`src/rtl/mod_timer_pkg.sv`:
```
// Shared types and timing constants for mod_timer.
// MOD_TIMER_RADIX4_EN selects 2 quotient bits per cycle; otherwise 1.
package mod_timer_pkg;

`ifdef MOD_TIMER_RADIX4_EN
  localparam int unsigned RADIX_BITS = 2;
`else
  localparam int unsigned RADIX_BITS = 1;
`endif

  localparam int unsigned DIV_STEPS = 64 / RADIX_BITS;
  localparam int unsigned PERIOD    = 2 * DIV_STEPS + 2;
  localparam int unsigned CNT_W     = $clog2(DIV_STEPS);

  typedef enum logic [1:0] {
    IDLE,
    DIV_T,
    DIV_C,
    PUBLISH
  } state_e;

endpackage

```
`src/rtl/mod_timer_udiv64.sv`:
```
// Sequential restoring divider: 64-bit dividend, 32-bit divisor, RADIX_BITS per cycle.
// The start cycle already retires the first step, so a division takes DIV_STEPS edges.
module udiv64
  import mod_timer_pkg::*;
(
  input  logic        clk_i,
  input  logic        rst_n_i,
  input  logic        start_i,
  input  logic [63:0] dividend_i,
  input  logic [31:0] divisor_i,
  output logic        done_o,
  output logic [63:0] quotient_o,
  output logic [31:0] remainder_o
);

  logic [63:0]      quo_q, quo_d;
  logic [31:0]      rem_q, rem_d;
  logic [31:0]      div_q, div_d;
  logic [CNT_W-1:0] cnt_q;
  logic             busy_q;
  logic             done_q;

  // One radix-2 step: shift the next dividend bit into the partial remainder.
  function automatic logic [95:0] div_step(input logic [31:0] rem,
                                           input logic [63:0] quo,
                                           input logic [31:0] dvs);
    logic [32:0] trial;
    logic        qbit;
    trial = {rem, quo[63]};
    qbit  = 1'b0;
    if (trial >= {1'b0, dvs}) begin
      trial = trial - {1'b0, dvs};
      qbit  = 1'b1;
    end
    return {trial[31:0], quo[62:0], qbit};
  endfunction

  always_comb begin
    div_d = start_i ? divisor_i : div_q;
    rem_d = start_i ? 32'd0 : rem_q;
    quo_d = start_i ? dividend_i : quo_q;
    for (int k = 0; k < int'(RADIX_BITS); k++) begin
      {rem_d, quo_d} = div_step(rem_d, quo_d, div_d);
    end
  end

  always_ff @(posedge clk_i) begin
    if (!rst_n_i) begin
      quo_q  <= 64'd0;
      rem_q  <= 32'd0;
      div_q  <= 32'd0;
      cnt_q  <= '0;
      busy_q <= 1'b0;
      done_q <= 1'b0;
    end else begin
      done_q <= 1'b0;
      if (start_i) begin
        div_q  <= div_d;
        rem_q  <= rem_d;
        quo_q  <= quo_d;
        cnt_q  <= CNT_W'(DIV_STEPS - 1);
        busy_q <= 1'b1;
      end else if (busy_q) begin
        rem_q <= rem_d;
        quo_q <= quo_d;
        cnt_q <= cnt_q - CNT_W'(1);
        if (cnt_q == CNT_W'(1)) begin
          busy_q <= 1'b0;
          done_q <= 1'b1;
        end
      end
    end
  end

  assign done_o      = done_q;
  assign quotient_o  = quo_q;
  assign remainder_o = rem_q;

endmodule

```
`src/rtl/mod_timer.sv`:
```
// Modulation sample index: IDX = (SYS_TIME / FREQ_DIV_M) mod (CYCLE_M + 1), refreshed every PERIOD.
// Build option MOD_TIMER_RADIX4_EN halves both division phases.
module mod_timer
  import mod_timer_pkg::*;
#(
  parameter int unsigned MIN_FREQ_DIV = 512
) (
  input  logic        CLK,
  input  logic        RST_N,
  input  logic [63:0] SYS_TIME,
  input  logic [15:0] CYCLE_M,
  input  logic [31:0] FREQ_DIV_M,
  output logic [15:0] IDX,
  output logic        IDX_VALID,
  output logic        ERR
);

  state_e      state_q;
  logic [15:0] cyc_q;
  logic        snap_err_q;
  logic [15:0] idx_q;
  logic        valid_q;
  logic        err_q;

  logic        err_c;
  logic        start_c;
  logic [63:0] dvd_c;
  logic [31:0] dvs_c;
  logic        div_done;
  logic [63:0] div_quo;
  logic [31:0] div_rem;

  assign err_c = (FREQ_DIV_M < MIN_FREQ_DIV);

  // IDLE feeds the live inputs (the T/D snapshot lives in the divider's operand regs);
  // an illegal divisor is swapped for 1 so the datapath never divides by zero.
  always_comb begin
    start_c = 1'b0;
    dvd_c   = div_quo;
    dvs_c   = 32'(cyc_q) + 32'd1;
    case (state_q)
      IDLE: begin
        start_c = 1'b1;
        dvd_c   = SYS_TIME;
        dvs_c   = err_c ? 32'd1 : FREQ_DIV_M;
      end
      DIV_T:   start_c = div_done;
      default: ;
    endcase
  end

  udiv64 u_div (
    .clk_i      (CLK),
    .rst_n_i    (RST_N),
    .start_i    (start_c),
    .dividend_i (dvd_c),
    .divisor_i  (dvs_c),
    .done_o     (div_done),
    .quotient_o (div_quo),
    .remainder_o(div_rem)
  );

  always_ff @(posedge CLK) begin
    if (!RST_N) begin
      state_q    <= IDLE;
      cyc_q      <= 16'd0;
      snap_err_q <= 1'b0;
      idx_q      <= 16'd0;
      valid_q    <= 1'b0;
      err_q      <= 1'b0;
    end else begin
      valid_q <= 1'b0;
      case (state_q)
        IDLE: begin
          cyc_q      <= CYCLE_M;
          snap_err_q <= err_c;
          state_q    <= DIV_T;
        end
        DIV_T:   if (div_done) state_q <= DIV_C;
        DIV_C:   if (div_done) state_q <= PUBLISH;
        PUBLISH: begin
          idx_q   <= snap_err_q ? 16'd0 : 16'(div_rem);
          err_q   <= snap_err_q;
          valid_q <= 1'b1;
          state_q <= IDLE;
        end
        default: state_q <= IDLE;
      endcase
    end
  end

  assign IDX       = idx_q;
  assign IDX_VALID = valid_q;
  assign ERR       = err_q;

endmodule

```
`config.mk`:
```
export PLATFORM = sky130hd
export DESIGN_NAME = mod_timer
export DESIGN_NICKNAME = d
export VERILOG_FILES = /design/src/rtl/mod_timer_pkg.sv /design/src/rtl/mod_timer_udiv64.sv /design/src/rtl/mod_timer.sv
export SDC_FILE = /design/constraint.sdc
export NUM_CORES = 1
export LEC_CHECK = 0
export ABC_CLOCK_PERIOD_IN_PS = 12600
export BUFFER_PORTS_ARGS = -buffer_cell sky130_fd_sc_hd__buf_2
export CAP_MARGIN = 20
export CORE_MARGIN = 5
export CORE_UTILIZATION = 50
export CTS_BUF_LIST = sky130_fd_sc_hd__clkbuf_16
export DETAILED_ROUTE_END_ITERATION = 8
export MAX_ROUTING_LAYER = met4
export PLACE_DENSITY_LB_ADDON = 0.2
export SLEW_MARGIN = 20
export SYNTH_ARGS = -nofsm -noshare
export SYNTH_HDL_FRONTEND = slang
export SYNTH_HIERARCHICAL = 1
export SYNTH_SLANG_ARGS = --single-unit
```
`constraint.sdc`:
```
create_clock -name CLK -period 12.6 [get_ports CLK]
set_clock_uncertainty 0.15 [all_clocks]
set_input_delay 2.52 -clock CLK [delete_from_list [all_inputs] [get_ports CLK]]
set_output_delay 2.52 -clock CLK [all_outputs]
set_load 0.05 [all_outputs]
```
==> results.json, run 1 <==
{
  "clk_latency_ps": 430,
  "fin_hold_ws_ps": 354,
  "p_leak_nw": 5.32,
  "drv_cap": 0,
  "regToRegSetupSlack_ps": 6740,
  "rsz0062_at_grt": "false",
  "reg2reg_to": "u_div/remainder_o[31]",
  "avgSynthCellArea_um2": 8.54,
  "synthFlopType": "dfxtp_1",
  "fillers": 1977,
  "syn-cell-area_mm2": 0.0105,
  "utilization": 0.569,
  "vias_per_cell": 5.43,
  "fin_setup_tns_ps": 0,
  "use_met1": 0.272,
  "use_met2": 0.334,
  "crit_fanout": 28,
  "numCtsBuffers": 17,
  "slew_viol_final": 0,
  "yosysSeqAreaShare": 0.329,
  "hold_class": "reg -> reg",
  "layout.nets": 1466,
  "antenna_found_initial": 3,
  "synth_edf_count": 0,
  "drive_gt1_frac": 0.197,
  "timing.rr.start": "state_q[0]",
  "htree_levels": 4,
  "syn_inst": 1231,
  "finalSetupViolCount": 0,
  "grtUsageMet3": 0.0478,
  "holdPathEnd": "u_div/div_q[18]",
  "wl_um": 24800,
  "critPathArrivalTime_ps": 6990,
  "grt_max_degree": 119,
  "root_buffer": "clkbuf_16",
  "grt_pass1_wl_um": 40600,
  "ir_worst_vdd_uv": 138,
  "status": "completed",
  "hold-path-cell-count": 2,
  "worst-r2r-cell-count": 15,
  "dpl_worst_slack_ps": 5310,
  "regArea_mm2": 0.00347,
  "cts_setup_buffers": 0,
  "vias": 8695,
  "slew_headroom": 0.372,
  "tightest_slew_ps": 943,
  "cts_resized": 0,
  "die_area_mm2": 0.0240,
  "core-area_mm2": 0.0209,
  "final-hold-violation-count": 0,
  "routedWlPerCell_um": 15.5,
  "power.density_mw_per_mm2": 261,
  "drtPass1Iterations": 4,
  "drtIter0Drc": 478,
  "ys.warnings.count": 6,
  "start_util": 0.503,
  "synth.distinct_cells": 65,
  "rows": 53,
  "dieWidth_um": 155,
  "ios": 132,
  "finalCritPeriodShare": 0.542,
  "die_h_um": 155,
  "numClockSinks": 173,
  "placed_cell_area_mm2": 0.0113,
  "grt_overflow": 0,
  "hpwl_um": 17200,
  "grt_busiest_layer": "met2",
  "period_minus_slack_ps": 6830,
  "clock_path_buffers": 2,
  "multiInputGateArea_mm2": 0.00672,
  "synth_nets": 1385,
  "grt_pass1_vias": 8210,
  "clkTransAtPathRegs_ps": 70,
  "fin_area_mm2": 0.0119,
  "holdBufCountCts": 0,
  "areaGrowthSynthToFinish_pct": 13.0,
  "worstHoldStart": "u_div/div_q[18]",
  "worstSetupStartpointType": "input pin",
  "grt_usage": 0.209,
  "crit_required_ps": 12760,
  "crit_type": "in -> reg",
  "drc": 0,
  "async_reset_ff_frac": 0,
  "fmax_mhz": 146,
  "port_buffers": 131,
  "cts_tree": "done",
  "gp_congestion": 0.923,
  "finalWorstSetupSlack_ps": 5770,
  "synth_seq_cells": 173,
  "antenna_left": 0,
  "cp-end-kind": "flop"
}
## cell families (layout without fill, tap and decap cells)
family / count (synthesis) / in the layout / share of synthesized area
compound gates: 249 / 249 / 0.154
xor+xnor: 47 / 47 / 0.0392
fa+ha+maj: 40 / 40 / 0.0483
buf+inv: 91 / 184 / 0.0349
flops: 173 / 173 / 0.329
mux: 191 / 191 / 0.190
other cells: 0 / 3 / 0
simple gates: 440 / 440 / 0.204
## Yosys cell counts (all sizes together) (3+ instances only)
cell type    n  area (um2)
a211o        3        26.3
a211oi      10        85.1
a21o        17         128
a21oi      122         629
a221o       13         130
a31oi       12        81.3
and2        12        75.1
and3        25         156
buf         25         119
clkbuf      52         195
dfxtp      173        3460
ha          39         488
inv         13        48.8
mux2        69         777
mux2i      122        1220
nand2       43         161
nand2b       7        43.8
nand3       20         100
nand4        8        65.1
nor2       201         754
nor2b       93         582
nor3         9        50.1
nor4        12        75.1
o21a         6        45.0
o21ai       36         191
o21bai       5        48.8
o22ai        8        50.1
or2          3        18.8
xnor2       26         228
xor2        21         184
## sequential cells by signal, indices dropped and copies added (netlist names)
register / count
u_div/busy_q: 1
u_div/quotient_o: 64
cyc_q: 16
u_div/done_o: 1
state_q: 2
ERR: 1
u_div/div_q: 32
snap_err_q: 1
IDX: 16
u_div/cnt_q: 6
u_div/remainder_o: 32
IDX_VALID: 1
## cells in the final DEF (no fill, tap or decap), types with 13 or more instances in the layout
cell type and n:
and3_1 25, nor2_1 201, a21o_1 16, buf_2 131, a21oi_1 119, xnor2_1 26
ha_1 38, dfxtp_1 172, a221o_1 13, xor2_1 21, nand3_1 20, nand2_1 43
mux2i_1 122, mux2_2 68, nor2b_1 92, o21ai_0 31, inv_1 14, clkbuf_16 18
## layout make-up
class | instances | share of cell area
multi-input cells | 967 | 0.566
repair buffers | 139 | 0.0609
flip-flops and latches | 173 | 0.292
inverters | 14 | 0.00453
clock inverters | 13 | 0.00948
clock buffers | 18 | 0.0379
well taps | 275 | 0.0290
diodes | 3 | 0.000632
## worst max-delay path, stage by stage
cell     delay [ps]
buf_2           100
nor4_1          300
nand4_1         150
nor2_1          500
o22ai_1         200
mux2i_1         250
ha_1            340
o21a_1          190
o21ai_0         270
a31o_4          170
o21ai_4          80
a41oi_4         250
o31ai_4         150
a21oi_4         760
nor3_2          300
a221o_1         410
## worst max-delay path by stage
stage	from	endpoint	slack (ps)
finish	FREQ_DIV_M[14]	u_div/remainder_o[31]	5770
global route	FREQ_DIV_M[14]	u_div/remainder_o[31]	5440
CTS	FREQ_DIV_M[14]	u_div/remainder_o[31]	5760
detailed placement	FREQ_DIV_M[14]	u_div/remainder_o[31]	5310
global placement	FREQ_DIV_M[28]	u_div/remainder_o[23]	5430
floorplan	FREQ_DIV_M[14]	u_div/remainder_o[23]	6510
## report_power, final
group	total, mW	internal [mW]	switching (mW)
clock network	0.517	0.284	0.233
logic	1.76	0.750	1.01
registers	0.822	0.706	0.116
## metrics by stage
| step | std cells | total power, mW |
|---|---|---|
| floorplan | 1231 | 2.23 |
| global placement | 1568 | 2.56 |
| detailed placement | 1568 | 2.56 |
| CTS | 1599 | 3.09 |
| global route | 1602 | 3.33 |
| finish | 1602 | 3.09 |
## layer usage
metal	vias up	share of wire
li1	4496	-
met1	3987	0.47
met2	196	0.46
met3	16	0.058
met4	0	0.011
met5	-	0
No activity file was read; power rests on OpenSTA's default activity.
==> run 2: changes to the inputs <==
Settings changed: ABC_CLOCK_PERIOD_IN_PS 12600 to 6100.
Clock period 12.6 ns to 6.1 ns, I/O delays scaled along.
==> run 2 against run 1 <==
Critical path depth decreased by 2. Count of clock-buffer cells in the layout decreased by 1. Utilization increased by 0.072 points. Sequential share of layout area about the same. Combinational power increased by 110%. Via count decreased by 0.14%. Sequential cell count unchanged.
==> results.json, run 2 (synthesized netlist as in run 1, its figures left out) <==
{
  "routedWlPerCell_um": 15.3,
  "finalCritPeriodShare": 0.842,
  "drive_gt1_frac": 0.203,
  "numCtsBuffers": 17,
  "numClockSinks": 173,
  "cts_setup_buffers": 0,
  "largest_reg_flops": 64,
  "clk_latency_ps": 420,
  "antenna_left": 0,
  "final_common_cell": "nor2_1",
  "fillers": 1923,
  "cp.buffers_inverters": 3,
  "worstSetupStartpointType": "flop",
  "clock_path_buffers": 2,
  "layout.nets": 1470,
  "drv_cap": 0,
  "crit_type": "reg -> reg",
  "grt_max_degree": 115,
  "finalSetupViolCount": 0,
  "crit_required_ps": 6300,
  "reg2reg_to": "u_div/remainder_o[10]",
  "critPathMaxStageDelay_ps": 710,
  "die_area_mm2": 0.0240,
  "die_h_um": 155,
  "areaGrowthSynthToFinish_pct": 13.1,
  "grt_overflow": 0,
  "ir_worst_vdd_uv": 304,
  "fin_area_mm2": 0.0119,
  "vias_per_cell": 5.40,
  "hold-path-cell-count": 2,
  "regArea_mm2": 0.00347,
  "vias": 8683,
  "fin_hold_ws_ps": 346,
  "rsz0062_at_grt": "false",
  "wl_um": 24500,
  "grt_pass1_wl_um": 40800,
  "slew_headroom": 0.305,
  "ios": 132,
  "drtPass1Iterations": 5,
  "period_minus_slack_ps": 5140,
  "crit_chain": "inv_1 > ha_4 > a21o_4 > buf_4 > nor2b_1 > ha_1 > nand3_1 > nor2_1 > nand2_1 > o31ai_4 > a21oi_4 > buf_4 > or4_1 > a31oi_1",
  "hold_class": "reg -> reg",
  "tightest_slew_ps": 1040,
  "worstHoldStart": "u_div/div_q[8]",
  "crit_family": "simple AND/OR/NAND/NOR gates",
  "critPathArrivalTime_ps": 5330,
  "drc": 0,
  "p_leak_nw": 5.32,
  "cts_tree": "done",
  "placed_cell_area_mm2": 0.0113,
  "holdBufCountCts": 0,
  "hpwl_um": 16900,
  "clkTransAtPathRegs_ps": 70,
  "gp_congestion": 0.925,
  "fin_setup_tns_ps": 0,
  "multiInputGateArea_mm2": 0.00671,
  "holdPathEnd": "u_div/div_q[8]",
  "grt_usage": 0.208,
  "worst-r2r-cell-count": 14,
  "timing.rr.start": "state_q[0]",
  "fmax_mhz": 195,
  "slowest_stage": "a21o_4",
  "antenna_found_initial": 4,
  "cp-end-kind": "flop",
  "crit_top_cell": "buf_4",
  "final-hold-violation-count": 0,
  "status": "completed",
  "core-area_mm2": 0.0209,
  "p_total_mw": 6.36,
  "grt_pass1_vias": 8198,
  "dieWidth_um": 155,
  "start_util": 0.503,
  "regToRegSetupSlack_ps": 960,
  "drtIter0Drc": 562,
  "root_buffer": "clkbuf_16",
  "port_buffers": 131,
  "cts_resized": 0,
  "final_cell_mix": "nor2_1 (200), dfxtp_1 (172), buf_2 (131)",
  "power.density_mw_per_mm2": 535,
  "rows": 53,
  "slew_viol_final": 0,
  "crit_fanout": 66,
  "htree_levels": 4
}
==> run 2: cell count changes in the layout (fill, tap and decap cells not counted), sizes merged <==
cell and change:
buf +4, clkbuf -1, clkinv -1, clkinvlp +2, diode +1
==> run 2: how the worst max path moves through the flow <==
| stage | start | end | slack [ps] | cells past startpoint |
|---|---|---|---|---|
| 3_5_place_dp | FREQ_DIV_M[28] | u_div/remainder_o[1] | 890 | 18 |
| 5_1_grt | state_q[0] | u_div/remainder_o[10] | 570 | 16 |
| 6_report | state_q[0] | u_div/remainder_o[10] | 960 | 14 |
| 2_1_floorplan | state_q[0] | u_div/remainder_o[23] | 960 | 21 |
| 4_1_cts | state_q[0] | u_div/remainder_o[10] | 950 | 14 |
| 3_3_place_gp | FREQ_DIV_M[28] | u_div/remainder_o[1] | 930 | 18 |
==> run 2: metrics by stage <==
step,setup WS (ps),std cells,util
after floorplan,958,1231,-
after global placement,933,1572,0.542
after detailed placement,891,1572,0.542
after CTS,952,1603,0.568
after global routing,570,1607,0.569
final,965,1607,0.569
==> run 2: power breakdown <==
part	total, mW	internal, mW	switching, mW
Combinational	3.62	1.55	2.06
Clock	1.05	0.568	0.486
Sequential	1.69	1.46	0.234
Total	6.36	3.58	2.78
==> run 2: area by class of cell <==
type	count	area share
inverter	14	0.00452
clock buffer	17	0.0358
tap	275	0.0289
clock inverter	14	0.0113
multi-input combinational	967	0.564
antenna	4	0.000842
timing repair buffer	143	0.0630
sequential	173	0.292
==> run 2: routing by layer <==
| metal | vias up | part of all wire | global-route usage |
|---|---|---|---|
| met1 | 3941 | 0.48 | 0.283 |
| met5 | - | 0 | - |
| li1 | 4518 | - | - |
| met4 | 0 | 0.014 | 0.0500 |
| met3 | 20 | 0.055 | 0.0517 |
| met2 | 204 | 0.45 | 0.313 |
==> run 2: tightest hold or removal path: stages (launching register included) <==
cell and delay [ps]:
dfxtp_1 310, mux2i_1 80, nor2_1 80
